==> src/rtl/axi_imem_slave.sv <==
// axi_imem_slave: single-outstanding AXI read slave in front of a synchronous 64-bit instruction memory
module axi_imem_slave #(
    parameter logic [63:0] BASE_ADDR = 64'h8000_0000,
    parameter int          MEM_AW    = 16,
    parameter int          LATENCY   = 2
) (
    input  logic              clk,
    input  logic              rstn,
    input  logic [3:0]        ARID,
    input  logic [63:0]       ARADDR,
    input  logic [7:0]        ARLEN,
    input  logic [2:0]        ARSIZE,
    input  logic [1:0]        ARBURST,
    input  logic              ARVALID,
    output logic              ARREADY,
    output logic [3:0]        RID,
    output logic [63:0]       RDATA,
    output logic [1:0]        RRESP,
    output logic              RLAST,
    output logic              RVALID,
    input  logic              RREADY,
    output logic              mem_ren,
    output logic [MEM_AW-1:0] mem_raddr,
    input  logic [63:0]       mem_rdata
);
    typedef enum logic [1:0] {IDLE, WAIT, READ, RESP} state_t;

    localparam logic [3:0] LAT_M1 = (LATENCY > 0) ? 4'(LATENCY - 1) : 4'd0;

    state_t            r_state;
    logic [3:0]        r_cnt;
    logic [3:0]        r_id;
    logic [63:0]       r_addr;
    logic [7:0]        r_beats;
    logic [2:0]        r_size;
    logic              r_fixed;
    logic              r_slverr;
    logic              r_arready;
    logic              r_rvalid;
    logic              r_rlast;
    logic [1:0]        r_rresp;
    logic [63:0]       r_rdata;
    logic [3:0]        r_rid;
    logic              r_ren;
    logic [MEM_AW-1:0] r_raddr;

    logic              w_ar_hs;
    logic              w_r_hs;
    logic              w_ar_slv;
    logic [63:0]       w_inc;
    logic [63:0]       w_nxt_addr;
    logic              w_nxt_slv;
    logic [63:0]       w_nxt_off;
    logic              w_nxt_ok;
    logic [63:0]       w_off;
    logic              w_inr;
    logic [63:0]       w_sh;
    logic [63:0]       w_mask;
    logic              w_goto_read;

    assign w_ar_hs    = ARVALID & r_arready;
    assign w_r_hs     = r_rvalid & RREADY;
    assign w_ar_slv   = ARBURST[1] | ARSIZE[2];
    assign w_inc      = r_fixed ? 64'd0 : 64'd1 << r_size;
    // Address of the beat about to enter READ: fresh request, next burst beat, or the waiting one
    assign w_nxt_addr = (r_state == IDLE) ? ARADDR : (r_state == RESP) ? r_addr + w_inc : r_addr;
    assign w_nxt_slv  = (r_state == IDLE) ? w_ar_slv : r_slverr;
    // Unsigned wrap makes addresses below BASE_ADDR land far out of range
    assign w_nxt_off  = w_nxt_addr - BASE_ADDR;
    assign w_nxt_ok   = !w_nxt_slv && ((w_nxt_off >> (MEM_AW + 3)) == 64'd0);
    assign w_off      = r_addr - BASE_ADDR;
    assign w_inr      = (w_off >> (MEM_AW + 3)) == 64'd0;
    // Right-justify the addressed bytes so the fetch stage always reads from bit 0
    assign w_sh       = mem_rdata >> {r_addr[2:0], 3'b000};
    assign w_mask     = (r_size[1:0] == 2'd3) ? '1 : (64'd1 << (7'd8 << r_size[1:0])) - 64'd1;
    assign w_goto_read = ((r_state == IDLE) && w_ar_hs && (LATENCY == 0)) ||
                         ((r_state == WAIT) && (r_cnt == LAT_M1)) ||
                         ((r_state == RESP) && w_r_hs && (r_beats != 8'd0));

    assign ARREADY   = r_arready;
    assign RID       = r_rid;
    assign RDATA     = r_rdata;
    assign RRESP     = r_rresp;
    assign RLAST     = r_rlast;
    assign RVALID    = r_rvalid;
    assign mem_ren   = r_ren;
    assign mem_raddr = r_raddr;

    // Read FSM: accept one AR, wait LATENCY, then one READ/RESP pair per beat
    always_ff @(posedge clk or negedge rstn) begin
        if (!rstn) begin
            r_state   <= IDLE;
            r_cnt     <= '0;
            r_id      <= '0;
            r_addr    <= '0;
            r_beats   <= '0;
            r_size    <= '0;
            r_fixed   <= 1'b0;
            r_slverr  <= 1'b0;
            r_arready <= 1'b0;
            r_rvalid  <= 1'b0;
            r_rlast   <= 1'b0;
            r_rresp   <= '0;
            r_rdata   <= '0;
            r_rid     <= '0;
            r_ren     <= 1'b0;
            r_raddr   <= '0;
        end else begin
            r_ren <= w_goto_read && w_nxt_ok;
            if (w_goto_read)
                r_raddr <= w_nxt_off[MEM_AW+2:3];
            case (r_state)
                IDLE: begin
                    if (w_ar_hs) begin
                        r_arready <= 1'b0;
                        r_id      <= ARID;
                        r_addr    <= ARADDR;
                        r_beats   <= ARLEN;
                        r_size    <= ARSIZE;
                        r_fixed   <= (ARBURST == 2'b00);
                        r_slverr  <= w_ar_slv;
                        r_cnt     <= '0;
                        if (LATENCY == 0)
                            r_state <= READ;
                        else
                            r_state <= WAIT;
                    end else begin
                        r_arready <= 1'b1;
                    end
                end
                WAIT: begin
                    r_cnt <= r_cnt + 4'd1;
                    if (r_cnt == LAT_M1)
                        r_state <= READ;
                end
                READ: r_state <= RESP;
                RESP: begin
                    // First RESP cycle waits for the memory word, then the beat is presented
                    if (!r_rvalid) begin
                        r_rvalid <= 1'b1;
                        r_rid    <= r_id;
                        r_rlast  <= (r_beats == 8'd0);
                        r_rresp  <= r_slverr ? 2'b10 : w_inr ? 2'b00 : 2'b11;
                        r_rdata  <= (!r_slverr && w_inr) ? (w_sh & w_mask) : '0;
                    end else if (RREADY) begin
                        r_rvalid <= 1'b0;
                        r_rlast  <= 1'b0;
                        if (r_beats == 8'd0) begin
                            r_state   <= IDLE;
                            r_arready <= 1'b1;
                        end else begin
                            r_beats <= r_beats - 8'd1;
                            r_addr  <= w_nxt_addr;
                            r_state <= READ;
                        end
                    end
                end
                default: r_state <= IDLE;
            endcase
        end
    end
endmodule

==> config.mk <==
export PLATFORM = sky130hd
export DESIGN_NAME = axi_imem_slave
export DESIGN_NICKNAME = d
export VERILOG_FILES = /design/src/rtl/axi_imem_slave.sv
export SDC_FILE = /design/constraint.sdc
export NUM_CORES = 1
export LEC_CHECK = 0
export ABC_AREA = 0
export CAP_MARGIN = 20
export CORE_ASPECT_RATIO = 0.6
export CORE_MARGIN = 10
export CORE_UTILIZATION = 25
export DETAILED_ROUTE_END_ITERATION = 7
export SLEW_MARGIN = 20
export SYNTH_ARGS = -nofsm -noshare
export SYNTH_HDL_FRONTEND = slang
export SYNTH_SLANG_ARGS = --single-unit
==> constraint.sdc <==
create_clock -name clk -period 6 [get_ports clk]
set_input_delay 1.2 -clock clk [delete_from_list [all_inputs] [get_ports clk]]
set_output_delay 1.2 -clock clk [all_outputs]
set_load 0.005 [all_outputs]
After elaboration in Yosys (flattened, before gate mapping)
Index checks and enable logic that the tools add are counted.

Add/subtract/negate cells: 6. Multiply operators: 0. Div/mod/pow operators: 0. Magnitude comparators: 0. Equality and inequality tests: 12. Shift operators: 4. Mux-type cells: 35. Bitwise gates (word level): 5. Reductions and logical operators: 24.

Operators with widths (number): 64-bit 2-to-1 mux (9); 64-bit zero test (2); 64-bit one-hot mux with 2 select lines (1); 64-bit by 32-bit subtractor with 64-bit output (second input constant) (2); 64-bit adder (1); 64-bit bitwise AND (1); 1-bit by 3-bit << shifter with 64-bit output (first input constant) (1); 1-bit by 7-bit << shifter with 64-bit output (first input constant) (1); 64-bit by 6-bit right shift with 64-bit output (1); 64-bit by 1-bit subtractor with 64-bit output (second input constant) (1); 8-bit 2-to-1 mux (4); 8-bit one-hot mux with 2 select lines (1); 2-bit 2-to-1 mux (7); 2-bit != test (second input constant) (5); 1-bit 2-to-1 mux (9); 8-bit zero test (1); 2-bit one-hot mux with 4 select lines (1); 4-bit one-hot mux with 2 select lines (1); 2-bit AND reduction (4); 4-bit AND reduction (2); 8-bit nonzero test (1); 8-bit by 1-bit subtractor with 8-bit output (second input constant) (1); 4-bit by 2-bit << shifter with 7-bit output (first input constant) (1); 2-bit equality test (second input constant) (3); 15 further kinds (25).

Flip-flop bits (word level): 177. Bits in latches: 0. RAM bits: 0. Memory bits (read-only): 0. Logic and storage cells: 102. Memories: 0.

Logic depth before layout (Yosys ltp)
Gate-level depths: netlist of run 1.

Depth in word-level cells: 9. Mapped depth: 15.

Worst setup path after synthesis of run 1
Ideal clock, no wire load.

Kind: flip-flop to flip-flop. Start: register r_addr[1]. End: register r_ren, in the netlist mem_ren. Library setup time: 0.111 ns. Data arrival time: 4.105 ns. Data required time: 5.889 ns. Slack: 1.784 ns. Stages on the path, launching flop included: 14. Buffers on the path: 3. Period minus slack after synthesis: 4.216 ns. Path through: dfrtp_1 > clkbuf_1 > inv_1 > clkbuf_1 > clkbuf_1 > fa_1 > nand2b_1 > a211oi_2 > o2111ai_1 > o211a_1 > or3_4 > nor3_2 > or4b_1 > a2111oi_2.

Longest elaborated chain between the ends: 7.

Ends and longest elaborated chain: start: declaration (RTL line 33) `logic [63:0] r_addr;`; start signal: assignment (RTL line 153) `r_addr <= w_nxt_addr;`; 64-bit adder (RTL line 66) `assign w_nxt_addr = (r_state == IDLE) ? ARADDR : (r_state == RESP) ? r_addr + w_inc : r_addr;`; 64-bit 2-to-1 mux * (2 in series) (RTL line 66); 64-bit by 32-bit subtractor with 64-bit output * (RTL line 69) `assign w_nxt_off = w_nxt_addr - BASE_ADDR;`; 64-bit zero test * (RTL line 70) `assign w_nxt_ok = !w_nxt_slv && ((w_nxt_off >> (MEM_AW + 3)) == 64'd0);`; 1-bit logical AND * (RTL line 70); 1-bit logical AND * (RTL line 109) `r_ren <= w_goto_read && w_nxt_ok;`; end signal: assignment (RTL line 109); end: declaration (RTL line 44) `logic r_ren;`.

Every way passes the cells marked *; elsewhere a longest branch is shown, timed or not. A chain may end at the register's enable or synchronous reset.

Worst setup path in the final report of run 1
Start: register r_size[1]. End: register r_ren, in the netlist mem_ren.

Longest elaborated chain between the ends: 9.

Ends and longest elaborated chain: start: declaration (RTL line 35) `logic [2:0] r_size;`; start signal: assignment (RTL line 97) `r_size <= '0;`; start signal: assignment (RTL line 119) `r_size <= ARSIZE;`; 1-bit by 3-bit << shifter with 64-bit output (RTL line 64) `assign w_inc = r_fixed ? 64'd0 : 64'd1 << r_size;`; 64-bit 2-to-1 mux (RTL line 64); 64-bit adder (RTL line 66); 64-bit 2-to-1 mux (2 in series) (RTL line 66); 64-bit by 32-bit subtractor with 64-bit output (RTL line 69); 64-bit zero test (RTL line 70); 1-bit logical AND (RTL line 70); 1-bit logical AND (RTL line 109).

Every way passes these cells.

==> impl_metrics.csv, run 1 <==
group,metric,value,unit
logic_synthesis,synth_warnings,0,
clocking,cts-htree-levels,4,
grt,grt_pass1_vias,12529,
grt,grt_start_max_net_pins,74,
clocking,cts_hold_buf,0,
clocking,postCtsSetupBuffers,0,
logic_synthesis,syn_avg_cell_area,7.958,um2
timing,post-route-period-util,77.48,%
route,drt_first_iter_violations,1297,
logic_synthesis,ys_top_cells_by_area,"dfrtp_1, nand2_1, o21ai_0",
clocking,cts_max_path_buffers,2,
timing,finalHoldViolations,0,
logic_synthesis,synth_area,12310,um2
timing,rsz0062_at_grt,"no",
layout,final_util,32.79,%
logic_synthesis,synthTopCellsByCount,"nand2_1, dfrtp_1, nor2_1",
placed_design,portBuffers,238,
placed_design,gp_congestion,0.9735,
die,die_w,306.5,um
clocking,cts_tree,"done",
logic_synthesis,synth_edf_count,0,
grt,grtUsageTotal,18.94,%
layout,drive_above_1_share,7.451,%
timing,slew_viol_final,0,
timing,skew,21.22,ps
timing,slew_headroom,26.41,%
worst_setup_path,cp_max_fo,10,
timing,fmax,215.1,MHz
power,ir_worst_vdd,211.2,uV
clocking,worstSkewPairLatency,470,ps
logic_synthesis,yosysTopAreaCellShare,35.98,%
logic_synthesis,yosysMostFrequentCell,"nand2_1",
worst_setup_path,worst_setup_path_start_kind,"flop",
clocking,cts-resized-gates,0,
clocking,cts_sinks,177,
logic_synthesis,yosysSeqAreaShare,35.98,%
worst_setup_path,r2r_cells,13,
logic_synthesis,synth_seq_cells,177,
grt,antenna_found_initial,3,
worst_setup_path,rrSetupSlack,1350,ps
worst_setup_path,required,6350,ps
logic_synthesis,async_flop_share,100.0,%
die,start_util,25.51,%
timing,whs,478.9,ps
logic_synthesis,yosys_most_used_dff,"dfrtp_1",
layout,fin_area,15820,um2
die,die-area,58810,um2
logic_synthesis,netlist_instances,1547,
layout,nNetsFinal,1867,
timing,setup_ws,1351,ps
layout,area_delta_synth_final,28.54,%
route,viasPerCell,5.493,
die,num_io_pins,239,
timing,final.setup.tns,0,ps
route,remaining_drc_errors,0,
logic_synthesis,yosysTopAreaCell,"dfrtp_1",
placed_design,dp_cells,2326,
clocking,cts_buffers,17,
logic_synthesis,syn-num-nets,1709,
die,rows,62,
worst_setup_path,reg2reg_to,"mem_ren$_DFF_PN0_",
placed_design,placed_cell_area,15250,um2
timing,setup_viol,0,
grt,overflow,0,
die,fp.dieH,191.9,um
flow_run,cap_violations,0,
route,num_vias,12964,
power,power.total,7.022,mW
worst_setup_path,crit_arrival,5000,ps
power,power.static_leakage,6.115,nW
logic_synthesis,ys_types,77,
route,routed_wl,57400,um
power,cellPowerDensity,443.7,nW/um2
placed_design,place_hpwl,44480,um
timing,tightest_slew,1103,ps
worst_hold_path,hold_path.class,"reg -> reg",
worst_setup_path,crit_type,"reg -> reg",
placed_design,pre_cts_slack,1426,ps
worst_hold_path,min_from,"RDATA[17]$_DFFE_PN0P_",
route,wire_per_inst,24.32,um
timing,timing.final.crit_period,4649,ps
worst_setup_path,r2r_start,"r_size[1]$_DFFE_PN0P_",
worst_hold_path,hold_end,"RDATA[17]$_DFFE_PN0P_",
die,coreArea,48250,um2
worst_setup_path,cp-end-kind,"flop",
route,dr.pass1.iters,5,
clocking,root_buffer,"clkbuf_16",
layout,finalNonFillerCells,2360,
worst_hold_path,holdPathStages,2,
grt,grt_pass1_wl,84570,um
route,ant_nets,0,
status,run_status,"complete, no violations",
clocking,path_clk_slew,80,ps
## state kept, by name, summed over array words and instances, names as in the netlist
register   flops
ARREADY        1
RDATA         64
RID            4
RLAST          1
RRESP          2
RVALID         1
mem_raddr     16
mem_ren        1
r_addr        64
r_beats        8
r_cnt          4
r_fixed        1
r_id           4
r_size         3
r_slverr       1
r_state        2
## cells in the final DEF, fill, tap and decap left out, types with 5 or more instances in the layout
master,instances
and3_1,13
o21ai_0,142
nand3_1,36
and4_1,7
inv_1,18
inv_8,5
nand2_1,237
clkdlybuf4s50_1,237
nand2b_1,9
o22ai_1,26
clkbuf_16,17
nor4_1,27
a211oi_1,7
a21o_1,6
nand4_1,45
a21oi_1,128
nor3_1,43
a22o_1,20
clkinvlp_4,5
nor2b_1,15
nor2_1,150
dfrtp_1,175
o22a_1,11
mux2_2,35
nor4b_1,5
or2_2,7
xor2_1,15
xnor2_1,24
buf_4,23
a22oi_1,6
ha_1,12
or4_1,6
o211ai_1,10
a31oi_1,23
mux2i_1,65
or3_1,14
o31ai_1,11
## layout make-up
cell class	instances	area (um2)
clock buffer	18	429.2
sequential	177	4434
clock inverter	14	143.9
timing repair buffer	263	2596
multi-input combinational	1227	7343
tap	640	800.8
inverter	19	71.32
fill	5027	32430
antenna	2	5.005
## kinds of logic after synthesis
| group | count (synthesis) | synth area share, % |
|---|---|---|
| flops | 177 | 35.98 |
| simple gates | 641 | 25.33 |
| buf+inv | 143 | 4.675 |
| xor+xnor | 39 | 2.775 |
| compound gates | 434 | 21.37 |
| fa+ha+maj | 13 | 1.382 |
| mux | 100 | 8.487 |
## routing by layer
metal / vias up / GRT usage (%) / wire [um] / share of wire, %
met5: - / 0 / 0 / 0
met1: 6343 / 27.46 / 26990 / 47
met2: 658 / 27.26 / 23830 / 42
li1: 5931 / - / - / -
met3: 32 / 5.883 / 5974 / 10
met4: 0 / 3.196 / 597 / 1.0
## how the worst max path moves through the flow
stage | endpoint | cells past startpoint | start
after floorplan | mem_ren$_DFF_PN0_ | 13 | r_addr[1]$_DFFE_PN0P_
after global placement | mem_ren$_DFF_PN0_ | 13 | r_size[1]$_DFFE_PN0P_
after detailed placement | mem_ren$_DFF_PN0_ | 13 | r_size[1]$_DFFE_PN0P_
after CTS | mem_ren$_DFF_PN0_ | 13 | r_size[1]$_DFFE_PN0P_
after global routing | mem_ren$_DFF_PN0_ | 14 | r_size[1]$_DFFE_PN0P_
final | mem_ren$_DFF_PN0_ | 13 | r_size[1]$_DFFE_PN0P_
## where the power goes
| group | switching, mW | internal (mW) |
|---|---|---|
| logic | 2.22 | 1.37 |
| registers | 0.740 | 1.53 |
| clock network | 0.603 | 0.555 |
| total | 3.57 | 3.45 |
## critical path: stages, from the launching register on
cell,delay [ps]
dfrtp_1,440
clkinv_1,200
nand2_1,100
or3_1,370
fa_1,440
nand2b_1,220
a211oi_2,210
buf_4,200
o2111ai_1,510
o211a_1,420
or3_4,390
nor3_2,190
or4b_1,480
a2111oi_2,360
Power figures use the tool's default switching activity.
==> run 2: changes to the inputs <==
==> constraint.sdc (replaced) <==
create_clock -name clk -period 3.83 [get_ports clk]
set_input_delay 0.766 -clock clk [delete_from_list [all_inputs] [get_ports clk]]
set_output_delay 0.766 -clock clk [all_outputs]
set_load 0.005 [all_outputs]
==> run 2 against run 1 <==
The run now ends with negative setup slack left. Count of clock-buffer cells in the layout is 1 higher. Critical path depth is 12 higher. Sequential power is 45% higher. Wire length is 2.4% higher.
==> impl_metrics.csv, run 2 (synthesis gave the netlist of run 1 again) <==
group,metric,value,unit
status,run_status,"finished, violations left",
status,violations,"negative setup slack",
grt,grt_start_max_net_pins,77,
clocking,cts-htree-levels,4,
placed_design,portBuffers,238,
layout,antenna_cells,0,
worst_setup_path,cp_slowest_stage_delay,440,ps
worst_setup_path,rrSetupSlack,-210,ps
route,wl_met2,24420,um
worst_setup_path,crit_arrival,4380,ps
worst_setup_path,worst_setup_path_start_kind,"flop",
route,ant_nets,0,
clocking,cts_sinks,177,
timing,finalHoldViolations,0,
clocking,cts_buffers,17,
worst_setup_path,cp_max_fo,5,
clocking,root_buffer,"clkbuf_16",
worst_setup_path,cp.buffers_inverters,16,
grt,overflow,0,
worst_setup_path,crit_type,"reg -> reg",
worst_setup_path,required,4170,ps
worst_setup_path,crit_top_cell,"buf_4",
layout,final_common_cell,"clkdlybuf4s50_1",
timing,fmax,247.3,MHz
layout,finalNonFillerCells,2496,
layout,final_util,35.51,%
route,num_vias,13770,
grt,grt_pass1_wl,86950,um
worst_setup_path,cp_slowest_cell,"dfrtp_2",
route,routed_wl,58760,um
timing,rsz0062_at_grt,"yes",
route,drt_first_iter_violations,1454,
placed_design,dp_cells,2438,
placed_design,gp_congestion,0.9908,
timing,post-route-period-util,105.6,%
timing,slew_viol_final,0,
flow_run,cap_violations,0,
clocking,cts_tree,"done",
worst_setup_path,critPathTopFamily,"buffers and inverters",
layout,nNetsFinal,2005,
layout,final_cell_mix,"clkdlybuf4s50_1, nand2_1, dfrtp_1",
route,wire_per_inst,23.54,um
die,rows,62,
timing,tightest_slew,1003,ps
timing,timing.final.crit_period,4044,ps
die,num_io_pins,239,
timing,slew_headroom,33.15,%
layout,drive_above_1_share,16.11,%
grt,antenna_found_initial,1,
clocking,path_clk_slew,80,ps
layout,area_delta_synth_final,39.17,%
power,cellPowerDensity,690.5,nW/um2
route,remaining_drc_errors,0,
grt,grt_pass1_vias,13173,
power,ir_worst_vdd,390.6,uV
route,maxUsedRoutingLayer,"met5",
grt,grtUsageTotal,19.34,%
clocking,worstSkewPairLatency,470,ps
power,power.static_leakage,6.859,nW
route,viasPerCell,5.517,
timing,setup_ws,-213.8,ps
timing,skew,17.16,ps
die,coreArea,48250,um2
worst_hold_path,hold_path.class,"in -> async",
route,drt-met1-wl,27590,um
die,fp.dieH,191.9,um
route,dr_wl_met3,6046,um
clocking,cts_max_path_buffers,2,
die,die_w,306.5,um
clocking,cts_hold_buf,0,
route,dr.pass1.iters,6,
timing,final.setup.tns,-381.5,ps
timing,setup_viol,2,
worst_setup_path,cp-end-kind,"flop",
placed_design,place_hpwl,45640,um
die,start_util,25.51,%
die,die-area,58810,um2
==> run 2: cell count changes in the layout (fill, tap and decap cells not counted), moves of 3 or more <==
cell and delta:
buf_4 +134, clkinvlp_4 -5, dfrtp_1 -4, dfrtp_2 +4
nor3_1 -4, buf_6 +3, ha_1 -3, nand2b_1 -3
nand2b_4 +3
==> run 2: timing repair <==
item,CTS,global route
cloned,0,0
resized for setup,28,11
setup buffers,21,5
setup endpoints to repair,2,8
pin swaps,19,12
==> run 2: per-stage QoR <==
stage                     power, mW  area (um2)  setup WS, ps  hold WS (ps)
final                         11.83       17130        -213.8         307.0
after global routing          12.58       17130        -335.1         335.4
after CTS                     11.65       17050        -171.3         337.8
after detailed placement      9.552       16140        -365.2         460.9
after global placement        9.452       16140        -237.8         453.2
after floorplan               7.111       12380        -29.00         441.7
==> run 2: layer usage <==
metal,up-vias,global-route usage [%]
met5,-,0.9950
met4,4,3.158
met3,42,4.783
met2,737,28.18
met1,6782,28.49
li1,6205,-
==> run 2: worst paths after layout <==
kind                                       startpoint                endpoint  cells past startpoint
worst max register to register  r_size[0]$_DFFE_PN0P_  r_addr[33]$_DFFE_PN0P_                     25
worst min register to register    r_id[3]$_DFFE_PN0P_     r_id[3]$_DFFE_PN0P_                      2
max in group asynchronous                        rstn  r_addr[32]$_DFFE_PN0P_                      2
min in group clk                  r_id[3]$_DFFE_PN0P_     r_id[3]$_DFFE_PN0P_                      2
worst min-delay path                             rstn      RID[1]$_DFFE_PN0P_                      1
worst max-delay path            r_size[0]$_DFFE_PN0P_  r_addr[33]$_DFFE_PN0P_                     25
==> run 2: final cells by class <==
cell class / count / area, um2
tap: 640 / 800.8
multi-input combinational: 1227 / 7564
timing repair buffer: 401 / 3650
clock buffer: 19 / 442.9
inverter: 19 / 72.57
sequential: 177 / 4439
fill: 4984 / 31120
clock inverter: 13 / 163.9
==> run 2: power by group <==
part           total, mW  internal (mW)  switching (mW)  leakage (nW)
registers           3.30           2.40           0.903          2.22
clock network       1.90          0.955           0.947         0.298
logic               6.63           2.65            3.97          4.34
total               11.8           6.01            5.82          6.86
